--- src/rtl/tdm_demultiplexer_if.sv ---
// Serial-link receive bus: stream bit in, four channel words plus status out.
interface tdm_demultiplexer_if #(
  parameter int unsigned WIDTH = 8
);
  logic             serial_in;
  logic             bit_valid;
  logic [WIDTH-1:0] out0;
  logic [WIDTH-1:0] out1;
  logic [WIDTH-1:0] out2;
  logic [WIDTH-1:0] out3;
  logic             valid0;
  logic             valid1;
  logic             valid2;
  logic             valid3;
  logic             locked;
  logic             frame_error;

  // Link side: drives the stream, observes the channel registers.
  modport master (
    output serial_in, bit_valid,
    input  out0, out1, out2, out3,
    input  valid0, valid1, valid2, valid3,
    input  locked, frame_error
  );

  // Demultiplexer side.
  modport slave (
    input  serial_in, bit_valid,
    output out0, out1, out2, out3,
    output valid0, valid1, valid2, valid3,
    output locked, frame_error
  );
endinterface

--- src/rtl/tdm_demultiplexer.sv ---
// TDM receive demultiplexer: hunts for the sync word, then steers four
// slot words per frame into channel registers, re-checking sync every frame.
module tdm_demultiplexer #(
  parameter int unsigned      WIDTH     = 8,
  parameter logic [WIDTH-1:0] SYNC_WORD = 8'hA5
) (
  input logic               clk,
  input logic               reset,
  tdm_demultiplexer_if.slave bus
);

  localparam int unsigned CW = $clog2(WIDTH + 1);
  localparam int unsigned BW = $clog2(WIDTH);

  typedef enum logic [1:0] {
    S_HUNT    = 2'd0,
    S_RECEIVE = 2'd1,
    S_CHECK   = 2'd2
  } state_t;

  state_t                r_state;
  state_t                w_state_next;
  logic [WIDTH-1:0]      r_window;
  logic [CW-1:0]         r_count;
  logic [BW-1:0]         r_bit_cnt;
  logic [WIDTH-1:0]      r_word;
  logic [1:0]            r_slot;
  logic [3:0][WIDTH-1:0] r_out;
  logic [3:0]            r_valid;
  logic                  r_locked;
  logic                  r_frame_error;

  logic [WIDTH-1:0]      w_shift_win;
  logic [WIDTH-1:0]      w_shift_word;
  logic                  w_sync_hit;
  logic                  w_last_bit;
  logic                  w_check_ok;
  logic [3:0]            w_valid_next;
  logic                  w_locked_next;
  logic                  w_ferr_next;

  // Shifted views including the bit sampled on this edge.
  assign w_shift_win  = {r_window[WIDTH-2:0], bus.serial_in};
  assign w_shift_word = {r_word[WIDTH-2:0], bus.serial_in};
  assign w_sync_hit   = bus.bit_valid && (w_shift_win == SYNC_WORD)
                        && (r_count >= CW'(WIDTH - 1));
  assign w_last_bit   = bus.bit_valid && (r_bit_cnt == BW'(WIDTH - 1));
  assign w_check_ok   = (w_shift_word == SYNC_WORD);

  // State register.
  always_ff @(posedge clk or posedge reset) begin
    if (reset) r_state <= S_HUNT;
    else       r_state <= w_state_next;
  end

  // Next-state logic.
  always_comb begin
    w_state_next = r_state;
    case (r_state)
      S_HUNT:    if (w_sync_hit) w_state_next = S_RECEIVE;
      S_RECEIVE: if (w_last_bit && (r_slot == 2'd3)) w_state_next = S_CHECK;
      S_CHECK:   if (w_last_bit) w_state_next = w_check_ok ? S_RECEIVE : S_HUNT;
      default:   w_state_next = S_HUNT;
    endcase
  end

  // Next values of the registered strobes and lock flag.
  always_comb begin
    w_valid_next  = 4'b0000;
    w_ferr_next   = 1'b0;
    w_locked_next = r_locked;
    case (r_state)
      S_HUNT:    if (w_sync_hit) w_locked_next = 1'b1;
      S_RECEIVE: if (w_last_bit) w_valid_next[r_slot] = 1'b1;
      S_CHECK: begin
        if (w_last_bit && !w_check_ok) begin
          w_ferr_next   = 1'b1;
          w_locked_next = 1'b0;
        end
      end
      default: w_locked_next = 1'b0;
    endcase
  end

  // Output registers; strobes default low every edge.
  always_ff @(posedge clk or posedge reset) begin
    if (reset) begin
      r_valid       <= '0;
      r_locked      <= 1'b0;
      r_frame_error <= 1'b0;
    end else begin
      r_valid       <= w_valid_next;
      r_locked      <= w_locked_next;
      r_frame_error <= w_ferr_next;
    end
  end

  // Bit-level datapath: hunt window, word shifter, counters, channel registers.
  always_ff @(posedge clk or posedge reset) begin
    if (reset) begin
      r_window  <= '0;
      r_count   <= '0;
      r_bit_cnt <= '0;
      r_word    <= '0;
      r_slot    <= '0;
      r_out     <= '0;
    end else if (bus.bit_valid) begin
      case (r_state)
        S_HUNT: begin
          r_window <= w_shift_win;
          if (r_count != CW'(WIDTH)) r_count <= r_count + CW'(1);
          if (w_sync_hit) begin
            r_bit_cnt <= '0;
            r_slot    <= '0;
          end
        end
        S_RECEIVE: begin
          r_word <= w_shift_word;
          if (w_last_bit) begin
            r_bit_cnt     <= '0;
            r_out[r_slot] <= w_shift_word;
            r_slot        <= r_slot + 2'd1;
          end else begin
            r_bit_cnt <= r_bit_cnt + BW'(1);
          end
        end
        S_CHECK: begin
          r_word <= w_shift_word;
          if (w_last_bit) begin
            r_bit_cnt <= '0;
            r_slot    <= '0;
            if (!w_check_ok) begin
              r_window <= '0;
              r_count  <= '0;
            end
          end else begin
            r_bit_cnt <= r_bit_cnt + BW'(1);
          end
        end
        default: begin
          r_bit_cnt <= '0;
          r_slot    <= '0;
        end
      endcase
    end
  end

  assign bus.out0        = r_out[0];
  assign bus.out1        = r_out[1];
  assign bus.out2        = r_out[2];
  assign bus.out3        = r_out[3];
  assign bus.valid0      = r_valid[0];
  assign bus.valid1      = r_valid[1];
  assign bus.valid2      = r_valid[2];
  assign bus.valid3      = r_valid[3];
  assign bus.locked      = r_locked;
  assign bus.frame_error = r_frame_error;

endmodule
--- src/flat_wrapper.sv ---
// flat-port wrapper written by rule: the top's interface ports become plain ports
module tdm_demultiplexer_flat 
#(
  parameter int unsigned      WIDTH     = 8,
  parameter logic [WIDTH-1:0] SYNC_WORD = 8'hA5
)
  (clk, reset, bus_serial_in, bus_bit_valid, bus_out0, bus_out1, bus_out2, bus_out3, bus_valid0, bus_valid1, bus_valid2, bus_valid3, bus_locked, bus_frame_error);
  tdm_demultiplexer_if #(.WIDTH(WIDTH)) bus_i ();
  input logic clk;
  input logic reset;
  input wire logic [$bits(bus_i.serial_in)-1:0] bus_serial_in;
  input wire logic [$bits(bus_i.bit_valid)-1:0] bus_bit_valid;
  output wire logic [$bits(bus_i.out0)-1:0] bus_out0;
  output wire logic [$bits(bus_i.out1)-1:0] bus_out1;
  output wire logic [$bits(bus_i.out2)-1:0] bus_out2;
  output wire logic [$bits(bus_i.out3)-1:0] bus_out3;
  output wire logic [$bits(bus_i.valid0)-1:0] bus_valid0;
  output wire logic [$bits(bus_i.valid1)-1:0] bus_valid1;
  output wire logic [$bits(bus_i.valid2)-1:0] bus_valid2;
  output wire logic [$bits(bus_i.valid3)-1:0] bus_valid3;
  output wire logic [$bits(bus_i.locked)-1:0] bus_locked;
  output wire logic [$bits(bus_i.frame_error)-1:0] bus_frame_error;
  assign bus_i.serial_in = bus_serial_in;
  assign bus_i.bit_valid = bus_bit_valid;
  assign bus_out0 = bus_i.out0;
  assign bus_out1 = bus_i.out1;
  assign bus_out2 = bus_i.out2;
  assign bus_out3 = bus_i.out3;
  assign bus_valid0 = bus_i.valid0;
  assign bus_valid1 = bus_i.valid1;
  assign bus_valid2 = bus_i.valid2;
  assign bus_valid3 = bus_i.valid3;
  assign bus_locked = bus_i.locked;
  assign bus_frame_error = bus_i.frame_error;
  tdm_demultiplexer #(.WIDTH(WIDTH), .SYNC_WORD(SYNC_WORD)) u_core (.clk(clk), .reset(reset), .bus(bus_i));
endmodule
--- config.mk ---
export PLATFORM = sky130hd
export DESIGN_NAME = tdm_demultiplexer_flat
export DESIGN_NICKNAME = d
export VERILOG_FILES = /design/src/rtl/tdm_demultiplexer_if.sv /design/src/rtl/tdm_demultiplexer.sv /design/src/flat_wrapper.sv
export SDC_FILE = /design/constraint.sdc
export NUM_CORES = 1
export LEC_CHECK = 0
export BUFFER_PORTS_ARGS = -buffer_cell sky130_fd_sc_hd__clkbuf_2
export CAP_MARGIN = 10
export CORE_UTILIZATION = 30
export CTS_CLUSTER_DIAMETER = 150
export DETAILED_ROUTE_END_ITERATION = 6
export PLACE_DENSITY = 0.56
export SYNTH_ARGS = -nofsm -noshare
export SYNTH_HDL_FRONTEND = slang
export SYNTH_SLANG_ARGS = --single-unit
--- constraint.sdc ---
create_clock -name clk -period 2.63 [get_ports clk]
set_clock_uncertainty 0.1 [all_clocks]
set_input_delay 0.3945 -clock clk [delete_from_list [all_inputs] [get_ports clk]]
set_output_delay 0.3945 -clock clk [all_outputs]
set_load 0.05 [all_outputs]
After elaboration in Yosys (flattened, before gate mapping)
Index checks and enable logic that the tools add are counted.
Storage, ports and cells
  output and inout bits: 38
  input port bits: 4
  word-level logic and storage cells: 83
  register bits after elaboration: 63
Operators by class
  order comparisons: 3
  mux-type cells: 31
  $add $sub $neg: 3
  equal/unequal tests: 14
  bitwise logic cells: 1
  reductions and logical operators: 18
Operators by type and width (number)
  32-bit bitwise mux: 1
  4-bit 2-to-1 mux: 5
  8-bit demux with 2-bit select: 1
  8-bit == test, second input constant: 2
  7-bit 2-to-1 mux: 2
  7-bit case mux with 2 select lines: 1
  2-bit 2-to-1 mux: 6
  2-bit by 1-bit != test with 1-bit output, second input constant: 6
  2-bit case mux with 3 select lines: 2
  3-bit AND reduction: 3
  8-bit 2-to-1 mux: 1
  4-bit case mux with 2 select lines: 1
  4-bit AND reduction: 2
  1-bit logical AND: 6
  1-bit 2-to-1 mux: 6
  3-bit 2-to-1 mux: 2
  3-bit case mux with 2 select lines: 1
  5-bit AND reduction: 1
  4-bit by 1-bit adder with 4-bit output, second input constant: 1
  2-bit == test, second input constant: 2
  4-bit by 3-bit greater-or-equal comparator with 1-bit output, second input constant: 1
  4-bit != test, second input constant: 1
  2-bit AND reduction: 2
  3-bit by 1-bit adder with 3-bit output, second input constant: 1
  13 further kinds: 13

Depth between registers and ports, before layout
  word-level depth: 6
  depth in mapped cells: 7
  depth with buffers taken out: 6

Least setup slack after synthesis
Ideal clock, no wire load.
  kind: register to register
  from: reg u_core.r_window[2]
  to: reg u_core.r_state[0]
  setup slack: 0.530 ns
  path buffers: 1
  clock period less this slack: 2.100 ns
  stages on the path, launching flop included: 6
  data required time: 2.405 ns
  data arrival time: 1.874 ns
  library setup time: 0.125 ns
  path through: dfrtp_1 or3b_1 or4_1 buf_2 a211o_1 mux2_4
Between the ends
  word-level cells in the longest chain between the ends: 5
Ends and longest elaborated chain
  start, declared: line tdm_demultiplexer.sv:23  | logic [WIDTH-1:0] r_window;
  start signal, assigned: line tdm_demultiplexer.sv:110  | r_window <= w_shift_win;
  8-bit == test: line tdm_demultiplexer.sv:45  | assign w_sync_hit = bus.bit_valid && (w_shift_win == SYNC_WORD)
  1-bit logical AND: line tdm_demultiplexer.sv:45
  1-bit logical AND: line tdm_demultiplexer.sv:46  | && (r_count >= CW'(WIDTH - 1));
  2-bit by 1-bit != test with 1-bit output (no line)
  3-bit AND reduction (no line)
  end signal, assigned: line tdm_demultiplexer.sv:53  | else r_state <= w_state_next;
  end, declared: line tdm_demultiplexer.sv:21  | state_t r_state;
No other way between the ends.
A chain may end at the register's enable or synchronous reset.

Worst setup path in the final report
  from: reg u_core.r_count[1]
  to: reg u_core.r_state[1]
Between the ends
  word-level cells in the longest chain between the ends: 4
Ends and longest elaborated chain
  start, declared: line tdm_demultiplexer.sv:24  | logic [CW-1:0] r_count;
  start signal, assigned: line tdm_demultiplexer.sv:111  | if (r_count != CW'(WIDTH)) r_count <= r_count + CW'(1);
  4-bit by 3-bit greater-or-equal comparator with 1-bit output: line tdm_demultiplexer.sv:46
  1-bit logical AND: line tdm_demultiplexer.sv:46
  2-bit by 1-bit != test with 1-bit output (no line)
  3-bit AND reduction (no line)
No other way between the ends.

==> impl_metrics.env <==
export IMPL_status="completed"
export IMPL_seq_area_frac_synth=0.580
export IMPL_grt_overflow_total=0
export IMPL_cts_sinks=63
export IMPL_fmax_ghz=0.443
export IMPL_finalCriticalPeriod_ns=2.26
export IMPL_synthArstFlopShare=1.00
export IMPL_clkLatencyLatePin_ns=0.34
export IMPL_worstRegToRegCells=5
export IMPL_grt_start_max_net_pins=32
export IMPL_grt_pass1_vias=1801
export IMPL_synth_edf_count=0
export IMPL_n_antenna_cell=0
export IMPL_yosys_top_cells_area="dfrtp_1, mux2_1, ha_1"
export IMPL_yosysMostFrequentCell="dfrtp_1"
export IMPL_final_setup_tns_ns=0
export IMPL_slew_violations=0
export IMPL_critPathMaxFanout=8
export IMPL_gp_congestion=0.758
export IMPL_crit_type="reg2reg"
export IMPL_drt_total_wl_mm=5.50
export IMPL_via_per_inst=4.83
export IMPL_ir_drop_mv=0.329
export IMPL_rsz0062_at_grt="no"
export IMPL_utilization=0.369
export IMPL_nFillCells=873
export IMPL_min_path_cells=2
export IMPL_die_area_sq_um=9440
export IMPL_first_pass_iters=4
export IMPL_routedWlPerCell_um=14.9
export IMPL_drive_gt1_frac=0.250
export IMPL_synth_avg_cell_area_sq_um=13.3
export IMPL_clkSlewWorstSetupHoldPaths_ns=0.07
export IMPL_yosys_area_top_type="dfrtp_1"
export IMPL_power_leakage_uw=0.00172
export IMPL_final_hold_violation_count=0
export IMPL_die_height_um=97.2
export IMPL_p_per_area_nw_per_um2=863
export IMPL_min_path_type="in2reg"
export IMPL_cts_max_level=3
export IMPL_cp_start_kind="register"
export IMPL_hpwl_mm=3.78
export IMPL_cts_root_buf="clkbuf_8"
export IMPL_setup_viol=0
export IMPL_io_pins=42
export IMPL_yosys_cell_types_count=37
export IMPL_critPathArrivalTime_ns=2.38
export IMPL_core_sq_um=8760
export IMPL_io_buffers=41
export IMPL_syn_inst=205
export IMPL_yosysWarnings=0
export IMPL_nNetsFinal=271
export IMPL_rows=34
export IMPL_initial_core_util=0.310
export IMPL_synth_common_cells="dfrtp_1, mux2_1, ha_1"
export IMPL_cts_buffer_depth=2
export IMPL_worst_slew_pin_slew_ns=0.586
export IMPL_drtAntennaViolNets=0
export IMPL_ys_seq_elements=63
export IMPL_post_cts_resize_count=0
export IMPL_first_iter_violations=74
export IMPL_layout_setup_ws_ns=0.373
export IMPL_synth_top_area_frac=0.580
export IMPL_via_count=1779
export IMPL_synthesis_nets=221
export IMPL_fp_dieW_um=97.2
export IMPL_area_growth_pct=19.1
export IMPL_drcViolationCount=0
export IMPL_relSlewSlack=0.608
export IMPL_gr_usage_all_layers=0.126
export IMPL_grt_pass1_wl_mm=9.40
export IMPL_finalCritPeriodShare=0.858
export IMPL_cts_buffers=9
export IMPL_syn_cell_area_sq_um=2720
export IMPL_ys_dominant_reg_cell="dfrtp_1"
export IMPL_cts_tree="done"
export IMPL_maxCapViolations=0
export IMPL_critPathRequiredTime_ns=2.75
export IMPL_endpoint_kind="register"
export IMPL_post_place_ws_ns=0.366
export IMPL_antenna_found_initial=0
-- metrics by stage --
step                instances  hold slack [ns]  total power (uW)  area (sq um)
finish                    368            0.312              2790          3240
global route              368            0.316              2990          3240
CTS                       368            0.300              2820          3240
detailed placement        351            0.196              2060          3050
global placement          351            0.189              2040          3050
floorplan                 205            0.366              1860          2720
-- repair_timing --
action,CTS,global route
hold buffers,1,0
buffers inserted,0,0
endpoints found under the hold margin,7,0
endpoints found under the setup margin,0,0
-- registers in the layout (all words and copies together), names as in the netlist --
register	count
u_core.bus.out0	8
u_core.bus.out1	8
u_core.r_slot	2
u_core.r_window	7
u_core.bus.out2	8
u_core.bus.frame_error	1
u_core.r_valid	4
u_core.bus.locked	1
u_core.r_state	2
u_core.bus.out3	8
u_core.r_word	7
u_core.r_bit_cnt	3
u_core.r_count	4
-- routing by layer --
| metal | vias up | share of wire | global-route usage |
|---|---|---|---|
| li1 | 838 | - | - |
| met1 | 902 | 0.50 | 0.179 |
| met2 | 29 | 0.45 | 0.181 |
| met3 | 10 | 0.035 | 0.0288 |
| met4 | 0 | 0.021 | 0.0586 |
| met5 | - | 0 | 0 |
-- worst paths after layout --
check                              startpoint            endpoint  slack (ns)
min in group asynchronous               reset  u_core.bus.out0[2]        0.38
max reg2reg                 u_core.r_count[1]   u_core.r_state[1]        0.37
min                             bus_serial_in  u_core.bus.out3[0]        0.31
max in group asynchronous               reset   u_core.r_state[1]        1.40
max                         u_core.r_count[1]   u_core.r_state[1]        0.37
min reg2reg                u_core.bus.out3[5]  u_core.bus.out3[5]        0.39
-- layout by cell type, fill, tap and decap left out, drive strengths merged, types with 2 or more instances in the layout --
master	count
o211ai	2
clkinv	4
a22o	7
nand3	10
clkbuf	51
dfrtp	63
buf	2
o21ai	4
nor2	5
a21o	2
mux2	41
and3	2
inv	13
ha	12
a21oi	5
and2	3
o2bb2ai	2
nand2	11
and4bb	2
o221ai	2
-- where the power goes --
part / switching (uW) / internal, uW / total (uW)
logic: 364 / 341 / 704
registers: 200 / 1140 / 1340
clock network: 399 / 348 / 747
-- critical path, stage by stage, from the launching register on --
cell and delay (ns):
dfrtp_1 0.39, ha_1 0.23, a21oi_1 0.09, or4_1 0.63, a211o_1 0.39, mux2_4 0.30
-- cells by family after synthesis --
logic type,Yosys count,synth area share
buffers and inverters,17,0.0244
DFF,63,0.580
and+or+nand+nor,41,0.0838
AOI/OAI and AO/OA,31,0.0838
muxes,41,0.173
adders and majority gates,12,0.0552
-- layout make-up --
class | count | area, sq um | area share
inverters | 12 | 45.0 | 0.0139
well taps | 108 | 135 | 0.0418
clock inverters | 6 | 46.3 | 0.0143
clock buffers | 10 | 128 | 0.0394
flip-flops and latches | 63 | 1580 | 0.487
multi-input cells | 125 | 1070 | 0.332
repair buffers | 44 | 230 | 0.0712
Note: power is estimated with default switching activity, not from simulation.
